===== config.mk =====
export PLATFORM = sky130hd
export DESIGN_NAME = conv_ff_bank
export DESIGN_NICKNAME = d
export VERILOG_FILES = /design/src/rtl/conv_ff_pkg.sv /design/src/rtl/tff_cell.sv /design/src/rtl/conv_ff_bank.sv
export SDC_FILE = /design/constraint.sdc
export NUM_CORES = 1
export LEC_CHECK = 0
export ABC_AREA = 1
export ABC_CLOCK_PERIOD_IN_PS = 850
export CORE_MARGIN = 3
export CORE_UTILIZATION = 25
export DETAILED_ROUTE_END_ITERATION = 10
export PLACE_DENSITY = 0.55
export SLEW_MARGIN = 20
export SYNTH_ARGS = -nofsm -noshare
export SYNTH_HDL_FRONTEND = slang
export SYNTH_HIERARCHICAL = 1
export SYNTH_SLANG_ARGS = --single-unit

===== constraint.sdc =====
create_clock -name clk -period 0.85 [get_ports clk]
set_input_delay 0.17 -clock clk [delete_from_list [all_inputs] [get_ports clk]]
set_output_delay 0.17 -clock clk [all_outputs]
set_load 0.02 [all_outputs]

===== src/rtl/conv_ff_pkg.sv =====
// Shared types and the mode-to-toggle conversion for conv_ff_bank.
package conv_ff_pkg;

    typedef enum logic [1:0] {
        MODE_D  = 2'd0,
        MODE_T  = 2'd1,
        MODE_JK = 2'd2,
        MODE_SR = 2'd3
    } ff_mode_t;

    // Converts one bit of D/T/JK/SR input into the toggle enable for a T flip-flop.
    function automatic logic to_toggle(ff_mode_t mode, logic a, logic b, logic q);
        logic t;
        t = 1'b0;
        unique case (mode)
            MODE_D:  t = a ^ q;
            MODE_T:  t = a;
            MODE_JK: t = (a & ~q) | (b & q);
            MODE_SR: t = (a & b) ? 1'b0 : ((a & ~q) | (b & q));
            default: t = 1'b0;
        endcase
        return t;
    endfunction

endpackage


===== src/rtl/tff_cell.sv =====
// Single T flip-flop with clock enable and asynchronous active-low reset.
module tff_cell #(
    parameter logic RST_VAL = 1'b0
) (
    input  logic clk,
    input  logic rst_n,
    input  logic en,
    input  logic t,
    output logic q
);

    logic q_q;

    always_ff @(posedge clk or negedge rst_n) begin
        if (!rst_n) begin
            q_q <= RST_VAL;
        end else if (en && t) begin
            q_q <= ~q_q;
        end
    end

    assign q = q_q;

endmodule


===== src/rtl/conv_ff_bank.sv =====
// Run-time selectable D/T/JK/SR flip-flop bank built on T flip-flops.
// Define CONV_FF_TOGCNT_EN to build in the saturating toggle-activity counter.
module conv_ff_bank
    import conv_ff_pkg::*;
#(
    parameter int unsigned W       = 8,
    parameter int unsigned CW      = 16,
    parameter logic [W-1:0] RST_VAL = '0
) (
    input  logic          clk,
    input  logic          rst_n,
    input  logic          en,
    input  logic [1:0]    mode,
    input  logic [W-1:0]  a,
    input  logic [W-1:0]  b,
    input  logic          err_clr,
    input  logic          cnt_clr,
    output logic [W-1:0]  q,
    output logic          err,
    output logic [CW-1:0] tog_cnt
);

    ff_mode_t     mode_e;
    logic [W-1:0] t;
    logic         err_set;
    logic         err_q;

    assign mode_e = ff_mode_t'(mode);

    for (genvar i = 0; i < W; i++) begin : g_bit
        assign t[i] = to_toggle(mode_e, a[i], b[i], q[i]);

        tff_cell #(
            .RST_VAL(RST_VAL[i])
        ) u_tff (
            .clk  (clk),
            .rst_n(rst_n),
            .en   (en),
            .t    (t[i]),
            .q    (q[i])
        );
    end

    // A new illegal SR input outranks a simultaneous clear.
    assign err_set = en && (mode_e == MODE_SR) && (|(a & b));

    always_ff @(posedge clk or negedge rst_n) begin
        if (!rst_n) begin
            err_q <= 1'b0;
        end else if (err_set) begin
            err_q <= 1'b1;
        end else if (err_clr) begin
            err_q <= 1'b0;
        end
    end

    assign err = err_q;

`ifdef CONV_FF_TOGCNT_EN
    localparam int unsigned PW = $clog2(W + 1);
    localparam int unsigned SW = ((CW > PW) ? CW : PW) + 1;
    localparam logic [CW-1:0] CntMax = '1;

    logic [PW-1:0] pop;
    logic [SW-1:0] sum;
    logic [CW-1:0] cnt_d;
    logic [CW-1:0] cnt_q;

    always_comb begin
        pop = '0;
        for (int i = 0; i < W; i++) begin
            pop = pop + PW'(t[i]);
        end
        sum   = SW'(cnt_q) + SW'(pop);
        cnt_d = cnt_q;
        if (cnt_clr) begin
            cnt_d = '0;
        end else if (en) begin
            cnt_d = (sum > SW'(CntMax)) ? CntMax : sum[CW-1:0];
        end
    end

    always_ff @(posedge clk or negedge rst_n) begin
        if (!rst_n) begin
            cnt_q <= '0;
        end else begin
            cnt_q <= cnt_d;
        end
    end

    assign tog_cnt = cnt_q;
`else
    logic unused_cnt_clr;

    assign unused_cnt_clr = cnt_clr;
    assign tog_cnt        = '0;
`endif

endmodule


; Yosys cells after proc, flatten, opt, wreduce, memory -nomap -nowiden
; Cells that the tools add are included.
[totals]
register_bits = 9
latchBits = 0
ramBits = 0
mem_bits_ro = 0
elab_cells = 92
memories = 0
[classes]
n_addsub = 0
mul = 0
n_div = 0
order_cmp = 0
eq_ne = 3
shift = 0
n_mux = 18
bitwise = 49
n_reduce_logical = 13
[ops]
columns = operator, n
row1 = one-hot mux 1 bit (4 select lines), 8
row2 = bitwise AND 1 bit, 24
row3 = logical AND 1 bit, 10
row4 = 2-to-1 mux 1 bit, 10
row5 = bitwise AND 8 bit, 1
row6 = inverter 1 bit, 8
row7 = OR 1 bit, 8
row8 = OR reduction 8 bit, 1
row9 = XOR 1 bit, 8
row10 = equality test 2 bit (second input constant), 2
row11 = equality test 2 x 1 -> 1 bit (second input constant), 1
row12 = zero test 2 bit, 1
row13 = nonzero test 2 bit, 1

; Logic depth before layout (Yosys ltp)
[depth]
ltp_word = 6
mapped_depth = 8
ltp_nobuf = 8

; Modules after synthesis
; Netlist, hierarchy kept.
[modules_own_cells]
columns = mod, n_inst, cells_each, area_per_inst_um2, seq_area_each_um2
row1 = conv_ff_bank, 1, 114, 598.1, 25.0
row2 = tff_cell, 8, 6, 45.0, 25.0

; Least setup slack after synthesis
; OpenSTA, ideal clock, no wires.
[synth_path]
kind = register to register
from = register g_bit[0].u_tff.q_q
to = register g_bit[0].u_tff.q_q
arrival_time_ps = 955
required_ps = 733
slack_ps = -222
path_stages_with_launch = 7
path_buffers = 0
path_cell_list = dfrtp_1 o21ai_0 nand3_1 nand3_1 nand2_1 nand2_1 nand2_1
[synth_via]
elab_chain_len = 6
word_cells_on_any_way = 8
cone_classes = mux (2) / bitwise (5) / reduce/logical (1)
[synth_lines]
columns = item, line
row1 = "start, declared", tff_cell.sv:12  ; logic q_q;
row2 = "start signal, assigned", tff_cell.sv:18  ; q_q <= ~q_q;
row3 = inverter 1 bit, "conv_ff_pkg.sv:18, conv_ff_pkg.sv:19"
row4 = bitwise AND 1 bit, "conv_ff_pkg.sv:18, conv_ff_pkg.sv:19"
row5 = OR 1 bit, "conv_ff_pkg.sv:18, conv_ff_pkg.sv:19"
row6 = 2-to-1 mux 1 bit, conv_ff_pkg.sv:19  ; MODE_SR: t = (a & b) ? 1'b0 : ((a & ~q) | (b & q));
row7 = one-hot mux 1 bit (4 select lines) (*), conv_ff_pkg.sv:15  ; unique case (mode)
row8 = named net t[0], conv_ff_bank.sv:24  ; logic [W-1:0] t;
row9 = logical AND 1 bit (*), tff_cell.sv:17  ; end else if (en && t) begin
; The timed path passes the listed nets; every way through them passes the cells marked *.
; A chain may end at the register's enable or synchronous reset.

; Final worst setup path
[layout_path]
from = register g_bit[1].u_tff.q_q
to = register g_bit[1].u_tff.q_q
[layout_via]
elab_chain_len = 6
word_cells_on_any_way = 8
cone_classes = mux (2) / bitwise (5) / reduce/logical (1)
[layout_lines]
columns = item, line
row1 = "start, declared", tff_cell.sv:12
row2 = "start signal, assigned", tff_cell.sv:18
row3 = inverter 1 bit, "conv_ff_pkg.sv:18, conv_ff_pkg.sv:19"
row4 = bitwise AND 1 bit, "conv_ff_pkg.sv:18, conv_ff_pkg.sv:19"
row5 = OR 1 bit, "conv_ff_pkg.sv:18, conv_ff_pkg.sv:19"
row6 = 2-to-1 mux 1 bit, conv_ff_pkg.sv:19
row7 = one-hot mux 1 bit (4 select lines) (*), conv_ff_pkg.sv:15
row8 = named net t[1], conv_ff_bank.sv:24
row9 = logical AND 1 bit (*), tff_cell.sv:17
; Marked as above.

==> results.tsv <==
metric	value	unit
die width	67.92	µm
status	complete, but fails checks	
Synth cell types	14	
H-Tree Depth	1	
register area share after synthesis	23.50	%
CTS Hold Buffers Added	0	
DR vias/cell	4.155	
CTS Buf Count	3	
Gate Count Post-Synth	162	
Worst Path Arrival	1.26	ns
Synth area leader	nand2_1	
Final Instance Count excl. Fillers	278	
Startpoint Class	flop	
Final min period	1.128	ns
violated checks	negative setup slack	
global-route wire length before repair	4457	µm
RSZ-0062 raised after global routing	yes	
HP Class	primary input to asynchronous set/reset pin	
Worst Setup End Kind	flop	
Vias	1155	
Clock Sinks	9	
fin nets	256	
CTS tree	built	
die height	67.92	µm
insertion delay to the later sink of the worst-skew pair	0.24	ns
fmax	886.7	MHz
routability cong.	0.8038	
DRC violations left	0	
1st-pass router iterations	4	
largest net degree at the start of global routing	10	
placed inst area	0.001480	mm²
dpl cells	264	
final global-route overflow total	0	
max-cap violation count	0	
WS Path Type	flop to flop	
initial antenna violation count	0	
Worst-path clk slew	0.05	ns
Core Footprint	0.003521	mm²
Yosys top cell area share	30.55	%
final cycle utilization of the critical path	132.7	%
number of hold violations in the final report	0	
vias in the first global route	1039	
CTS Root Cell	clkbuf_8	
share of cells above drive strength 1	34.48	%
pre-CTS setup slack	-0.6679	ns
Slew Limit Fails	0	
#FFs+latches synth	9	
Starting Density	27.22	%
Setup Skew	0	ns
Worst VDD drop	921.6	µV
design area	0.001665	mm²
syn avg cell area	5.916	µm²
Core Rows	21	
Final HPWL DP	1999	µm
Post-Synthesis Cell Area	958.4	µm²
post-route antenna net violation count	0	
Area contributors post-synth	nand2_1, dfrtp_1, buf_4, nand3_1, xor2_1	
CP required	0.98	ns
Initial DRC Count	40	
io pins	48	
Syn. warnings	6	
die area	0.004612	mm²
Routed WL	2714	µm
Ant. Diodes	0	
area delta synth->final	73.76	%
wire per inst	9.763	µm
clk buf depth	2	
setup ws final	-0.2777	ns
setup violators final	17	
fin util	47.30	%
count of input and output buffers	30	
global router's overall resource usage	12.83	%
Critical Path Fanout Max	4	
pwr dens	2606	mW/mm²
Leak	0.9518	nW
## layer usage
metal / vias up / share of wire, % / global-route usage, %
li1: 609 / - / -
met1: 510 / 45 / 16.16
met2: 34 / 47 / 20.29
met3: 2 / 7.3 / 3.448
met4: 0 / 0.88 / 5.955
met5: - / 0 / 0
## worst max-delay path, stage by stage (launching register included)
cell and delay, ns:
dfrtp_2 0.43, buf_6 0.12, nand2_1 0.04, nand2_1 0.07, o211ai_1 0.11, nand3_2 0.10, nand3_1 0.09, nand2_1 0.06
## placed cells by master, fill, tap and decap left out
master and instances:
inv_2 4, clkdlybuf4s15_1 3, buf_4 24, clkbuf_1 1, nand2_1 75, buf_12 1
nand3_2 7, dlygate4sd2_1 10, buf_6 21, nor2_2 2, nor2_1 2, o21ai_2 1
and3_1 1, o211ai_1 7, dlymetal6s2s_1 1, clkbuf_2 5, nand2_2 3, dfrtp_1 1
nand3_1 11, dfrtp_2 8, conb_1 16, inv_1 14, xor2_1 8, clkdlybuf4s50_1 2
clkbuf_8 3, buf_2 1
## logic make-up after synthesis
logic type | count (synthesis) | synth area share [%]
simple gates | 101 | 42.69
buf+inv | 35 | 20.10
flops | 9 | 23.50
compound gates | 8 | 6.005
xor+xnor | 8 | 7.311
other cells | 1 | 0.3913
## worst paths after layout
path / startpoint / endpoint / slack [ns] / cells after the start
setup reg to reg: g_bit[1].u_tff/q$_DFFE_PN0P_ / g_bit[1].u_tff/q$_DFFE_PN0P_ / -0.28 / 7
max in group asynchronous: rst_n / g_bit[3].u_tff/q$_DFFE_PN0P_ / 0.48 / 2
hold / removal: rst_n / g_bit[6].u_tff/q$_DFFE_PN0P_ / 0.25 / 2
setup / recovery: g_bit[1].u_tff/q$_DFFE_PN0P_ / g_bit[1].u_tff/q$_DFFE_PN0P_ / -0.28 / 7
min in group clk: a[2] / g_bit[2].u_tff/q$_DFFE_PN0P_ / 0.35 / 5
hold reg to reg: err$_DFFE_PN0P_ / err$_DFFE_PN0P_ / 0.51 / 2
## flip-flops by register name, indices dropped and copies added (netlist names)
| register | flops |
|---|---|
| err | 1 |
| g_bit.u_tff/q | 8 |
## metrics by stage
step	TNS, ns	hold WS [ns]	total power [mW]
6_report	-3.563	0.2512	4.339
5_1_grt	-4.519	0.2508	4.727
4_1_cts	-3.607	0.2538	4.243
3_5_place_dp	-8.081	0.4765	3.126
3_3_place_gp	-7.762	0.4690	3.120
2_1_floorplan	-1.344	-0.1256	2.058
## synthesized netlist by cell type (all sizes together)
cell	count
buf	17
xor2	8
and3	1
conb	1
dfrtp	9
nor2	4
nand3	18
o211ai	7
inv	18
o21ai	1
nand2	78
## final cells by class
cell class	instances	area, µm²
Clock buffer	4	45.04
Fill cell	370	1856
Inverter	18	67.56
Multi-Input combinational cell	133	643.1
Sequential cell	9	235.2
Tap cell	46	57.56
Timing Repair Buffer	68	616.8
## where the power goes
part	switching, mW	internal [mW]	total [mW]
Sequential	0.195	0.661	0.856
Combinational	1.32	1.63	2.95
Clock	0.205	0.330	0.535
## timing repair
item,4_1_cts,5_1_grt
resized for setup,87,24
buffers inserted,10,0
setup endpoints to repair,18,18
pin swaps,21,24
Note: power is estimated with default switching activity, not from simulation.
